--- config.mk ---
export PLATFORM = sky130hd
export DESIGN_NAME = mem_rw_ctrl_flat
export DESIGN_NICKNAME = d
export VERILOG_FILES = /design/src/rtl/mem_rw_if.sv /design/src/rtl/mem_rw_ctrl.sv /design/src/flat_wrapper.sv
export SDC_FILE = /design/constraint.sdc
export NUM_CORES = 1
export LEC_CHECK = 0
export ABC_AREA = 1
export CAP_MARGIN = 25
export CORE_MARGIN = 2
export CORE_UTILIZATION = 60
export CTS_CLUSTER_DIAMETER = 30
export DETAILED_ROUTE_END_ITERATION = 10
export GPL_TIMING_DRIVEN = 0
export PLACE_DENSITY = 0.85
export SLEW_MARGIN = 10
export SYNTH_ARGS = -nofsm -noshare
export SYNTH_HDL_FRONTEND = slang
export SYNTH_SLANG_ARGS = --single-unit
export TNS_END_PERCENT = 5
--- constraint.sdc ---
create_clock -name clk -period 2.5 [get_ports clk]
set_clock_uncertainty 0.15 [all_clocks]
set_input_delay 0.375 -clock clk [delete_from_list [all_inputs] [get_ports clk]]
set_output_delay 0.375 -clock clk [all_outputs]
set_load 0.03 [all_outputs]
--- src/rtl/mem_rw_if.sv ---
// Request/response bundle for mem_rw_ctrl: valid/ready request channel carrying
// read/write commands, and valid/ready response channel carrying results.
interface mem_rw_if #(
  parameter int DATA_W = 8,
  parameter int ADDR_W = 4
);
  localparam int BE_W = DATA_W / 8;

  logic              req_valid;
  logic              req_ready;
  logic              req_rw;
  logic [ADDR_W-1:0] req_addr;
  logic [DATA_W-1:0] req_wdata;
  logic [BE_W-1:0]   req_be;
  logic              rsp_valid;
  logic              rsp_ready;
  logic [DATA_W-1:0] rsp_rdata;
  logic              rsp_wr;
  logic              rsp_err;

  modport master (
    output req_valid, req_rw, req_addr, req_wdata, req_be, rsp_ready,
    input  req_ready, rsp_valid, rsp_rdata, rsp_wr, rsp_err
  );

  modport slave (
    input  req_valid, req_rw, req_addr, req_wdata, req_be, rsp_ready,
    output req_ready, rsp_valid, rsp_rdata, rsp_wr, rsp_err
  );
endinterface

--- src/rtl/mem_rw_ctrl.sv ---
// Single-port byte-enable memory behind a valid/ready request channel, with a
// 2-entry response FIFO so a stalled consumer never loses responses.
module mem_rw_ctrl #(
  parameter int DATA_W = 8,
  parameter int ADDR_W = 4,
  parameter int DEPTH  = 16
) (
  input logic     clk,
  input logic     rst_n,
  mem_rw_if.slave bus
);
  localparam int BE_W = DATA_W / 8;
  localparam logic [ADDR_W:0] DEPTH_L = (ADDR_W + 1)'(DEPTH);

  logic [DATA_W-1:0] mem [DEPTH];

  logic [DATA_W-1:0] q_rdata_p0 [2];
  logic              q_wr_p0    [2];
  logic              q_err_p0   [2];
  logic              wr_ptr;
  logic              rd_ptr;
  logic [1:0]        cnt;

  logic push;
  logic pop;
  logic in_range;

  // Response payload: only in-range reads carry memory data.
  function automatic logic [DATA_W-1:0] rsp_word(
    input logic              rw,
    input logic              ok,
    input logic [DATA_W-1:0] rd
  );
    return (!rw && ok) ? rd : '0;
  endfunction

  assign in_range = ({1'b0, bus.req_addr} < DEPTH_L);
  assign push     = bus.req_valid && bus.req_ready;
  assign pop      = bus.rsp_valid && bus.rsp_ready;

  assign bus.req_ready = (cnt != 2'd2);
  assign bus.rsp_valid = (cnt != 2'd0);
  assign bus.rsp_rdata = bus.rsp_valid ? q_rdata_p0[rd_ptr] : '0;
  assign bus.rsp_wr    = bus.rsp_valid ? q_wr_p0[rd_ptr]    : 1'b0;
  assign bus.rsp_err   = bus.rsp_valid ? q_err_p0[rd_ptr]   : 1'b0;

  // Stage p0: memory write at the accepting edge; contents survive reset.
  always_ff @(posedge clk) begin
    if (push && bus.req_rw && in_range) begin
      for (int i = 0; i < BE_W; i++) begin
        if (bus.req_be[i]) mem[bus.req_addr][i*8 +: 8] <= bus.req_wdata[i*8 +: 8];
      end
    end
  end

  // Stage p0: response capture; read data is taken before any later write.
  always_ff @(posedge clk) begin
    if (push) begin
      q_rdata_p0[wr_ptr] <= rsp_word(bus.req_rw, in_range, mem[bus.req_addr]);
      q_wr_p0[wr_ptr]    <= bus.req_rw;
      q_err_p0[wr_ptr]   <= !in_range;
    end
  end

  always_ff @(posedge clk or negedge rst_n) begin
    if (!rst_n) begin
      cnt    <= 2'd0;
      wr_ptr <= 1'b0;
      rd_ptr <= 1'b0;
    end else begin
      if (push) wr_ptr <= ~wr_ptr;
      if (pop)  rd_ptr <= ~rd_ptr;
      case ({push, pop})
        2'b10:   cnt <= cnt + 2'd1;
        2'b01:   cnt <= cnt - 2'd1;
        default: cnt <= cnt;
      endcase
    end
  end
endmodule

--- src/flat_wrapper.sv ---
// flat-port wrapper written by rule: the top's interface ports become plain ports
module mem_rw_ctrl_flat 
#(
  parameter int DATA_W = 8,
  parameter int ADDR_W = 4,
  parameter int DEPTH  = 16
)
  (clk, rst_n, bus_req_valid, bus_req_rw, bus_req_addr, bus_req_wdata, bus_req_be, bus_rsp_ready, bus_req_ready, bus_rsp_valid, bus_rsp_rdata, bus_rsp_wr, bus_rsp_err);
  mem_rw_if #(.DATA_W(DATA_W), .ADDR_W(ADDR_W)) bus_i ();
  input logic clk;
  input logic rst_n;
  input wire logic [$bits(bus_i.req_valid)-1:0] bus_req_valid;
  input wire logic [$bits(bus_i.req_rw)-1:0] bus_req_rw;
  input wire logic [$bits(bus_i.req_addr)-1:0] bus_req_addr;
  input wire logic [$bits(bus_i.req_wdata)-1:0] bus_req_wdata;
  input wire logic [$bits(bus_i.req_be)-1:0] bus_req_be;
  input wire logic [$bits(bus_i.rsp_ready)-1:0] bus_rsp_ready;
  output wire logic [$bits(bus_i.req_ready)-1:0] bus_req_ready;
  output wire logic [$bits(bus_i.rsp_valid)-1:0] bus_rsp_valid;
  output wire logic [$bits(bus_i.rsp_rdata)-1:0] bus_rsp_rdata;
  output wire logic [$bits(bus_i.rsp_wr)-1:0] bus_rsp_wr;
  output wire logic [$bits(bus_i.rsp_err)-1:0] bus_rsp_err;
  assign bus_i.req_valid = bus_req_valid;
  assign bus_i.req_rw = bus_req_rw;
  assign bus_i.req_addr = bus_req_addr;
  assign bus_i.req_wdata = bus_req_wdata;
  assign bus_i.req_be = bus_req_be;
  assign bus_i.rsp_ready = bus_rsp_ready;
  assign bus_req_ready = bus_i.req_ready;
  assign bus_rsp_valid = bus_i.rsp_valid;
  assign bus_rsp_rdata = bus_i.rsp_rdata;
  assign bus_rsp_wr = bus_i.rsp_wr;
  assign bus_rsp_err = bus_i.rsp_err;
  mem_rw_ctrl #(.DATA_W(DATA_W), .ADDR_W(ADDR_W), .DEPTH(DEPTH)) u_core (.clk(clk), .rst_n(rst_n), .bus(bus_i));
endmodule
After elaboration in Yosys (flattened, before gate mapping)
Memory sizes are Yosys's and may differ from the RTL's.
Index checks and enable logic that the tools add are counted.
{"block": "op_classes", "add_sub_neg": 2, "multipliers": 0, "n_div": 0, "magnitude_cmp": 0, "eq_ne": 3, "n_shift": 0, "muxes": 10, "bitwise": 2, "n_reduce_logical": 5}
{"operator": "two-way mux 8 bit", "count": 2}
{"operator": "two-way mux 1 bit", "count": 7}
{"operator": "one-hot mux 2 bit (2 select lines)", "count": 1}
{"operator": "nonzero test 2 bit", "count": 2}
{"operator": "logical AND 1 bit", "count": 3}
{"operator": "adder 2 x 1 -> 2 bit, second input constant", "count": 1}
{"operator": "equality test 2 x 1 -> 1 bit, second input constant", "count": 1}
{"operator": "equality test 2 bit, second input constant", "count": 1}
{"operator": "!= test 2 bit, second input constant", "count": 1}
{"operator": "inverter 1 bit", "count": 2}
{"operator": "subtractor 2 x 1 -> 2 bit, second input constant", "count": 1}
{"block": "word_totals", "reg_bits": 4, "latch_bits": 0, "ram_bits": 146, "mem_bits_ro": 0, "input_bits": 18, "out_inout_bits": 12, "word_cells": 28, "n_memories": 3}
{"memory": "u_core.mem", "depth": 16, "width": 8, "read_ports": 1, "rd_ports_with_merged_regs": 0, "wr": 1, "line": "mem_rw_ctrl.sv:15", "rtl": "logic [DATA_W-1:0] mem [DEPTH];"}
{"memory": "u_core.q_rdata_p0", "depth": 2, "width": 8, "read_ports": 1, "rd_ports_with_merged_regs": 0, "wr": 1, "line": "mem_rw_ctrl.sv:17", "rtl": "logic [DATA_W-1:0] q_rdata_p0 [2];"}
{"memory": "u_core.q_wr_p0", "depth": 2, "width": 1, "read_ports": 1, "rd_ports_with_merged_regs": 0, "wr": 1, "line": "mem_rw_ctrl.sv:18", "rtl": "logic q_wr_p0 [2];"}

Logic depth before layout (Yosys ltp)
Gate-level depths: netlist (run 1).
{"block": "logic_depth", "ltp_word": 5, "mapped_depth": 11, "mapped_depth_nobuf": 9}

Worst setup path after synthesis (run 1)
Ideal clock, no wire load.
{"block": "synth_path", "kind": "register to register", "from": "register u_core.cnt[0]", "to": "memory u_core.mem[10][0] (enable)", "setup_time_ns": 0.370, "arrival_time_ns": 1.525, "t_required_ns": 1.980, "path_slack_ns": 0.455, "path_stages_with_launch": 7, "path_buffers": 0, "period_less_slack_ns": 2.045, "cell_sequence": "dfrtp_1 > inv_2 > nand2_1 > nand2_1 > nor2_2 > nand3_1 > nor2_1"}
{"block": "synth_between", "elab_chain_len": 5}
{"item": "start, declared", "line": "mem_rw_ctrl.sv:22", "rtl": "logic [1:0] cnt;"}
{"item": "start signal, assigned", "line": "mem_rw_ctrl.sv:74", "rtl": "2'b10: cnt <= cnt + 2'd1;"}
{"item": "start signal, assigned", "line": "mem_rw_ctrl.sv:75", "rtl": "2'b01: cnt <= cnt - 2'd1;"}
{"item": "start signal, assigned", "line": "mem_rw_ctrl.sv:76", "rtl": "default: cnt <= cnt;"}
{"item": "!= test 2 bit", "line": "mem_rw_ctrl.sv:41", "rtl": "assign bus.req_ready = (cnt != 2'd2);"}
{"item": "named net bus_req_ready", "line": "flat_wrapper.sv:18", "rtl": "output wire logic [$bits(bus_i.req_ready)-1:0] bus_req_ready;"}
{"item": "logical AND 1 bit", "line": "mem_rw_ctrl.sv:38", "rtl": "assign push = bus.req_valid && bus.req_ready;"}
{"item": "logical AND 1 bit", "line": "mem_rw_ctrl.sv:49", "rtl": "if (push && bus.req_rw && in_range) begin"}
{"item": "two-way mux 1 bit", "line": "mem_rw_ctrl.sv:49"}
{"item": "two-way mux 1 bit (not written as such)", "line": "mem_rw_ctrl.sv:51", "rtl": "if (bus.req_be[i]) mem[bus.req_addr][i*8 +: 8] <= bus.req_wdata[i*8 +: 8];"}
{"item": "end, declared", "line": "mem_rw_ctrl.sv:15"}
The timed path passes the listed nets, and every way through them passes these cells.

Final worst setup path (run 1)
{"block": "layout_path", "from": "input port bus_req_rw", "to": "memory u_core.mem[14][1] (enable)"}
{"block": "layout_between", "elab_chain_len": 3}
{"item": "start, declared", "line": "flat_wrapper.sv:13", "rtl": "input wire logic [$bits(bus_i.req_rw)-1:0] bus_req_rw;"}
{"item": "logical AND 1 bit", "line": "mem_rw_ctrl.sv:49"}
{"item": "two-way mux 1 bit", "line": "mem_rw_ctrl.sv:49"}
{"item": "two-way mux 1 bit (not written as such)", "line": "mem_rw_ctrl.sv:51"}
Every way passes these cells.

==> reports/results.tsv, run 1 <==
metric	value	unit
Switching Fraction	26.72	%
WHS Path Cells	1	
starting density of the core	61.45	%
Port Buffers	27	
reg2reg setup slack	0.10	ns
P&R area growth vs syn	16.52	%
final slew viol count	0	
root buffer selected by CTS	clkbuf_8	
Hold EP	u_core.q_wr_p0[0]	
adder-cell share of the synthesized area	0.1990	%
GP Congestion	0.9126	
IO Pins	30	
antenna violations before repair	0	
Congestion Overflow GR	0	
TritonCTS clock tree	done	
internal power	4713	µW
standard-cell rows	37	
Clk Latency, worst-skew pair	0.54	ns
clock tree sinks	150	
most frequent cells in the layout	359 x nand2_1, 146 x edfxtp_1, 29 x nor2_1	
Antenna Nets Post-Route	0	
Unique masters post-synth	19	
main combinational cell family by area after synthesis	simple AND/OR/NAND/NOR gates	
CTS Buf Count	17	
outcome	finished, violations left	
setup violators final	8	
largest area contributor in the netlist	edfxtp_1	
switching pwr	1718	µW
Post-route DRC	0	
RR Startpoint	u_core.cnt[0]	
worst slew pin tran	0.8788	ns
Post-Synth XOR/XNOR Area	0.4179	%
dpl cells	770	
H-tree depth	4	
Reg power frac	45.8	%
Worst setup SP type	input port	
Finished Layout Cells	802	
RSZ-0062 raised after global routing	yes	
Post-Route Utilization	71.60	%
crit path capture type	flop	
IR drop worst, VDD	0.4875	mV
Setup WS post-layout	-0.01461	ns
die area	11310	µm²
critical path peak fanout	9	
mux cell area share after synthesis	0	%
Tmin final	2.515	ns
Clock Power Share	39.0	%
Hold Startpoint	bus_req_rw	
Final period util	100.6	%
Cell Area, Synth	6287	µm²
antenna cells	0	
WL final	14.07	mm
final net count	673	
DPL Wire Length	8.594	mm
largest net degree at the start of global routing	17	
Die X	106.4	µm
Power Density	877.9	nW/µm²
Yosys top cell area share	69.73	%
Post-Synth Simple-Gate Area	24.18	%
Synth Register Bits	150	
end of the worst register-to-register path	u_core.mem[14][1]	
leakage power	0.003054	µW
Critical Path RT	2.51	ns
drt first pass iters	6	
synth warn	0	
Die Height	106.4	µm
most common cell after layout, fill and taps aside	nand2_1	
Post-Layout Inst Area	7326	µm²
Hold Fails Final Rpt	0	
placed cell area	6728	µm²
combinational share of power	15.2	%
Via density	5.600	
R2R cell count	6	
drt wl/cell	17.55	µm
clk slew on worst S/H paths	0.06	ns
GRT Overall Usage	26.86	%
Max Fclk	397.7	MHz
global-route wire length before repair	22.43	mm
Place WS	-0.4941	ns
Synth area leaders	edfxtp_1 70%, nand2_1 21%, nor2_1 2.3%, dfrtp_1 1.6%, buf_2 0.96%	
worst hold path type	input port to flop	
Arrival @ worst endpoint	2.53	ns
Worst Setup Path Type	input port to flop	
Synth Area per Inst	10.36	µm²
worst hold slack	0.3261	ns
First DRT Iteration DRCs	585	
total number of vias	4491	
Synth Area in Compound Gates	0.9552	%
maxcap violations	0	
Cells after Synth	607	
register area share after synthesis	71.32	%
core area	10230	µm²
Synth Net Count	626	
max_slew headroom	41.20	%
failing checks	negative setup slack	
vias in the first global route	4482	
share of layout cells above drive strength 1	9.459	%
clock buffer depth	2	
==> cell families after synthesis <==
kind of cell             Yosys count
other                              1
XOR/XNOR                           3
buffers and inverters             37
adder cells (fa/ha/maj)            1
AO/OA/AOI/OAI                     12
AND/OR/NAND/NOR                  403
flip-flops                       150
==> power by group through the flow <==
stage                     sequential [µW]  combinational, µW  clock, µW
after detailed placement             3000               1030          0
after global routing                 2960               1070       2610
after floorplan                      2980                647          0
after global placement               2990               1000          0
after CTS                            2950                977       2500
final                                2950                977       2510
==> area by class of cell <==
type | count | area [µm²]
Timing Repair Buffer | 28 | 267.8
Inverter | 12 | 45.04
Clock buffer | 19 | 421.7
Fill cell | 620 | 2905
Tap cell | 136 | 170.2
Clock inverter | 12 | 151.4
Buffer | 25 | 137.6
Sequential cell | 150 | 4484
Multi-Input combinational cell | 420 | 1648
==> registers in the layout, summed over array words and instances (netlist names) <==
| register | count |
|---|---|
| u_core.mem | 128 |
| u_core.wr_ptr | 1 |
| u_core.q_wr_p0 | 2 |
| u_core.rd_ptr | 1 |
| u_core.cnt | 2 |
| u_core.q_rdata_p0 | 16 |
==> synthesized netlist by cell type <==
library cell and number:
nand2_1 359, edfxtp_1 146, nor2_1 39, buf_2 12, a21oi_1 11, inv_1 8, buf_4 7, clkbuf_1 4
dfrtp_1 4, nand3_1 4, inv_2 3, buf_1 2, xnor2_1 2, clkinv_1 1, conb_1 1, ha_1 1
nor2_2 1, o21ai_0 1, xor2_1 1
==> critical path: stages <==
cell	delay [ns]
clkdlybuf4s50_1	0.51
buf_1	0.33
nand2_1	0.11
nor2_2	0.27
nand3_1	0.25
nor2_1	0.67
==> stage by stage <==
stage	TNS [ns]	total power, µW
final	-0.07181	6431
after global routing	-6.845	6640
after CTS	0	6424
after detailed placement	-55.43	4034
after global placement	-49.35	3996
after floorplan	0	3632
==> how the worst max path moves through the flow <==
stage / start / endpoint / slack (ns) / cells after the start
floorplan: u_core.cnt[0] / u_core.mem[10][0] / 0.45 / 6
global placement: bus_req_rw / u_core.mem[2][5] / -0.43 / 6
detailed placement: bus_req_rw / u_core.mem[14][5] / -0.49 / 6
CTS: bus_req_rw / u_core.mem[14][1] / 0.04 / 6
global route: bus_req_rw / u_core.mem[14][4] / -0.18 / 6
finish: bus_req_rw / u_core.mem[14][1] / -0.01 / 6
==> metal layers <==
layer	GRT usage [%]	vias up	wire length, µm
li1	-	2055	-
met1	34.02	2066	5061
met2	44.14	312	6913
met3	6.622	58	1608
met4	12.03	0	490
met5	0	-	0
==> repair_timing <==
action	4_1_cts	5_1_grt
setup endpoints to repair	10	128
cloned	0	0
endpoints found under the hold margin	4	0
resized for setup	12	10
hold buffers	1	0
setup buffers	0	0
(Power assumes the default switching activity.)
==> run 2: changes to the inputs <==
--- a/config.mk
+++ b/config.mk
@@ -7,13 +7,14 @@
 export LEC_CHECK = 0
 export ABC_AREA = 1
 export CAP_MARGIN = 25
+export CORE_ASPECT_RATIO = 0.6
 export CORE_MARGIN = 2
 export CORE_UTILIZATION = 60
 export CTS_CLUSTER_DIAMETER = 30
 export DETAILED_ROUTE_END_ITERATION = 10
 export GPL_TIMING_DRIVEN = 0
 export PLACE_DENSITY = 0.85
-export SLEW_MARGIN = 10
+export SLEW_MARGIN = 5
 export SYNTH_ARGS = -nofsm -noshare
 export SYNTH_HDL_FRONTEND = slang
 export SYNTH_SLANG_ARGS = --single-unit
==> run 2 against run 1 <==
  * The flow still finishes with violations (negative setup slack)
  * Critical path type unchanged
  * Cell count fell by 0.12%
  * Sequential cell count unchanged
  * Count of clock-buffer cells in the layout is 2 lower
  * Non-clock buffer count shrank 1
  * Sequential share of layout area decreased by 0.53 points
==> reports/results.tsv, run 2 (synthesis gave the netlist of run 1 again) <==
metric	value	unit	change
Final period util	105.3	%	+4.7 points
Max Fclk	379.9	MHz	-4.5%
clock tree sinks	150		unchanged
Die X	136.2	µm	+28%
setup violators final	96		+88
R2R cell count	6		unchanged
vias in the first global route	4367		-2.6%
final net count	672		-0.15%
total number of vias	4528		+0.82%
Critical Path RT	2.41	ns	-0.10 ns
TritonCTS clock tree	done		
Top reg by flops	u_core.mem		
starting density of the core	62.75	%	+1.3 points
GRT Overall Usage	28.50	%	+1.6 points
max_slew headroom	40.31	%	-0.89 points
largest net degree at the start of global routing	17		unchanged
placed cell area	6726	µm²	about the same
Post-Layout Inst Area	7390	µm²	+0.87%
setup TNS	-5.996	ns	-5.925 ns
maxcap violations	0		unchanged
P&R area growth vs syn	17.53	%	
IO Pins	30		unchanged
GP Congestion	0.9990		+9.5%
Antenna Nets Post-Route	0		unchanged
Die Height	83.29	µm	-22%
FILL cells	693		+12%
final slew viol count	0		unchanged
most frequent cells in the layout	359 x nand2_1, 146 x edfxtp_1, 23 x nor2_1		
Worst Setup Path Type	input port to flop		
Arrival @ worst endpoint	2.54	ns	about the same
root buffer selected by CTS	clkbuf_16		
Largest regs	u_core.mem (128), u_core.q_rdata_p0 (16)		
clock buffer depth	2		unchanged
H-tree depth	4		unchanged
worst hold slack	0.01802	ns	-0.3080 ns
drt first pass iters	6		unchanged
Port Buffers	27		unchanged
worst slew pin tran	0.8920	ns	+0.01324 ns
RSZ-0062 raised after global routing	yes		
outcome	finished, violations left		
failing checks	negative setup slack		
most common cell after layout, fill and taps aside	nand2_1		
crit path capture type	flop		
core area	10020	µm²	-2.1%
worst hold path type	input port to async pin		
end of the worst register-to-register path	u_core.mem[1][2]		
share of layout cells above drive strength 1	10.96	%	+1.5 points
drt wl/cell	18.88	µm	+7.6%
RR Startpoint	u_core.cnt[0]		
IR drop worst, VDD	0.7648	mV	+57%
leakage power	0.003050	µW	-0.12%
Place WS	-0.4763	ns	+0.01785 ns
reg2reg setup slack	0.17	ns	+0.07 ns
Clk Latency, worst-skew pair	0.42	ns	-0.12 ns
global-route wire length before repair	23.17	mm	+3.3%
First DRT Iteration DRCs	602		+2.9%
Worst setup SP type	input port		
WL final	15.13	mm	+7.5%
critical path peak fanout	9		unchanged
CTS Buf Count	17		unchanged
Congestion Overflow GR	0		unchanged
Power Density	892.5	nW/µm²	+1.7%
Post-route DRC	0		unchanged
Hold Fails Final Rpt	0		unchanged
Tmin final	2.632	ns	+0.1173 ns
DPL Wire Length	9.623	mm	+12%
antenna violations before repair	0		unchanged
clk slew on worst S/H paths	0.06	ns	about the same
standard-cell rows	28		-24%
Via density	5.653		+0.95%
Setup WS post-layout	-0.1319	ns	-0.1173 ns
antenna cells	0		unchanged
die area	11340	µm²	+0.24%
Largest register FFs	128		unchanged
## run 2: changes by cell type in the layout (fill, tap and decap cells not counted), sizes merged
cell          delta
buf              +1
dlygate4sd2      -1
clkinvlp         +5
dlymetal6s2s     +1
clkbuf           -3
dlygate4sd3      -1
inv              -1
clkinv           -1
## run 2: final cells by class
type,instances,area [µm²],share of cell area (%)
multi-input cells,420,1688,22.84
well taps,135,168.9,2.286
repair buffers,27,261.5,3.539
flip-flops and latches,150,4484,60.68
plain buffers,25,137.6,1.863
clock inverters,15,178.9,2.421
inverters,12,45.04,0.6095
clock buffers,17,425.4,5.757
## run 2: per-layer routing
layer | global-route usage [%] | wire length [µm] | share of wire (%) | vias to the layer above
met2 | 41.89 | 6870 | 45 | 263
met5 | 0 | 0 | 0 | -
met4 | 9.754 | 425 | 2.8 | 0
li1 | - | - | - | 2063
met1 | 40.64 | 6177 | 41 | 2154
met3 | 8.974 | 1651 | 11 | 48
## run 2: how the worst max path moves through the flow
| stage | start | end | slack (ns) | depth (start not counted) |
|---|---|---|---|---|
| floorplan | u_core.cnt[0] | u_core.mem[10][0] | 0.45 | 6 |
| global placement | bus_req_rw | u_core.mem[6][1] | -0.42 | 6 |
| detailed placement | bus_req_rw | u_core.mem[1][3] | -0.48 | 6 |
| CTS | bus_req_rw | u_core.mem[14][7] | -0.06 | 6 |
| global route | bus_req_rw | u_core.mem[1][2] | -0.19 | 6 |
| finish | bus_req_rw | u_core.mem[1][2] | -0.13 | 6 |
## run 2: where the power goes
group | total [µW] | switching (µW) | leakage [µW] | internal (µW)
clock | 2620 | 1040 | 0.000276 | 1570
sequential | 2950 | 51.1 | 0.00137 | 2900
combinational | 1030 | 729 | 0.00141 | 305
## run 2: through the flow
stage                     util (%)  total power [µW]  std cells
after floorplan                  -              3632        607
after detailed placement     67.13              4064        769
after global placement       67.13              4014        769
after CTS                    73.25              6585        801
final                        73.75              6595        801
after global routing         73.75              6794        801
## run 2: critical path, cell delays in order
cell,delay [ns]
clkdlybuf4s50_1,0.52
buf_1,0.35
nand2_1,0.12
nor2_2,0.27
nand3_1,0.35
nor2_2,0.53
## run 2: repair_timing
action                                  in CTS  in global routing
setup buffers                                0                  0
endpoints found under the setup margin      83                127
resized for setup                           18                 16
pin swaps                                    0                  0
gates cloned                                 0                  0
hold buffers                                 0                  0
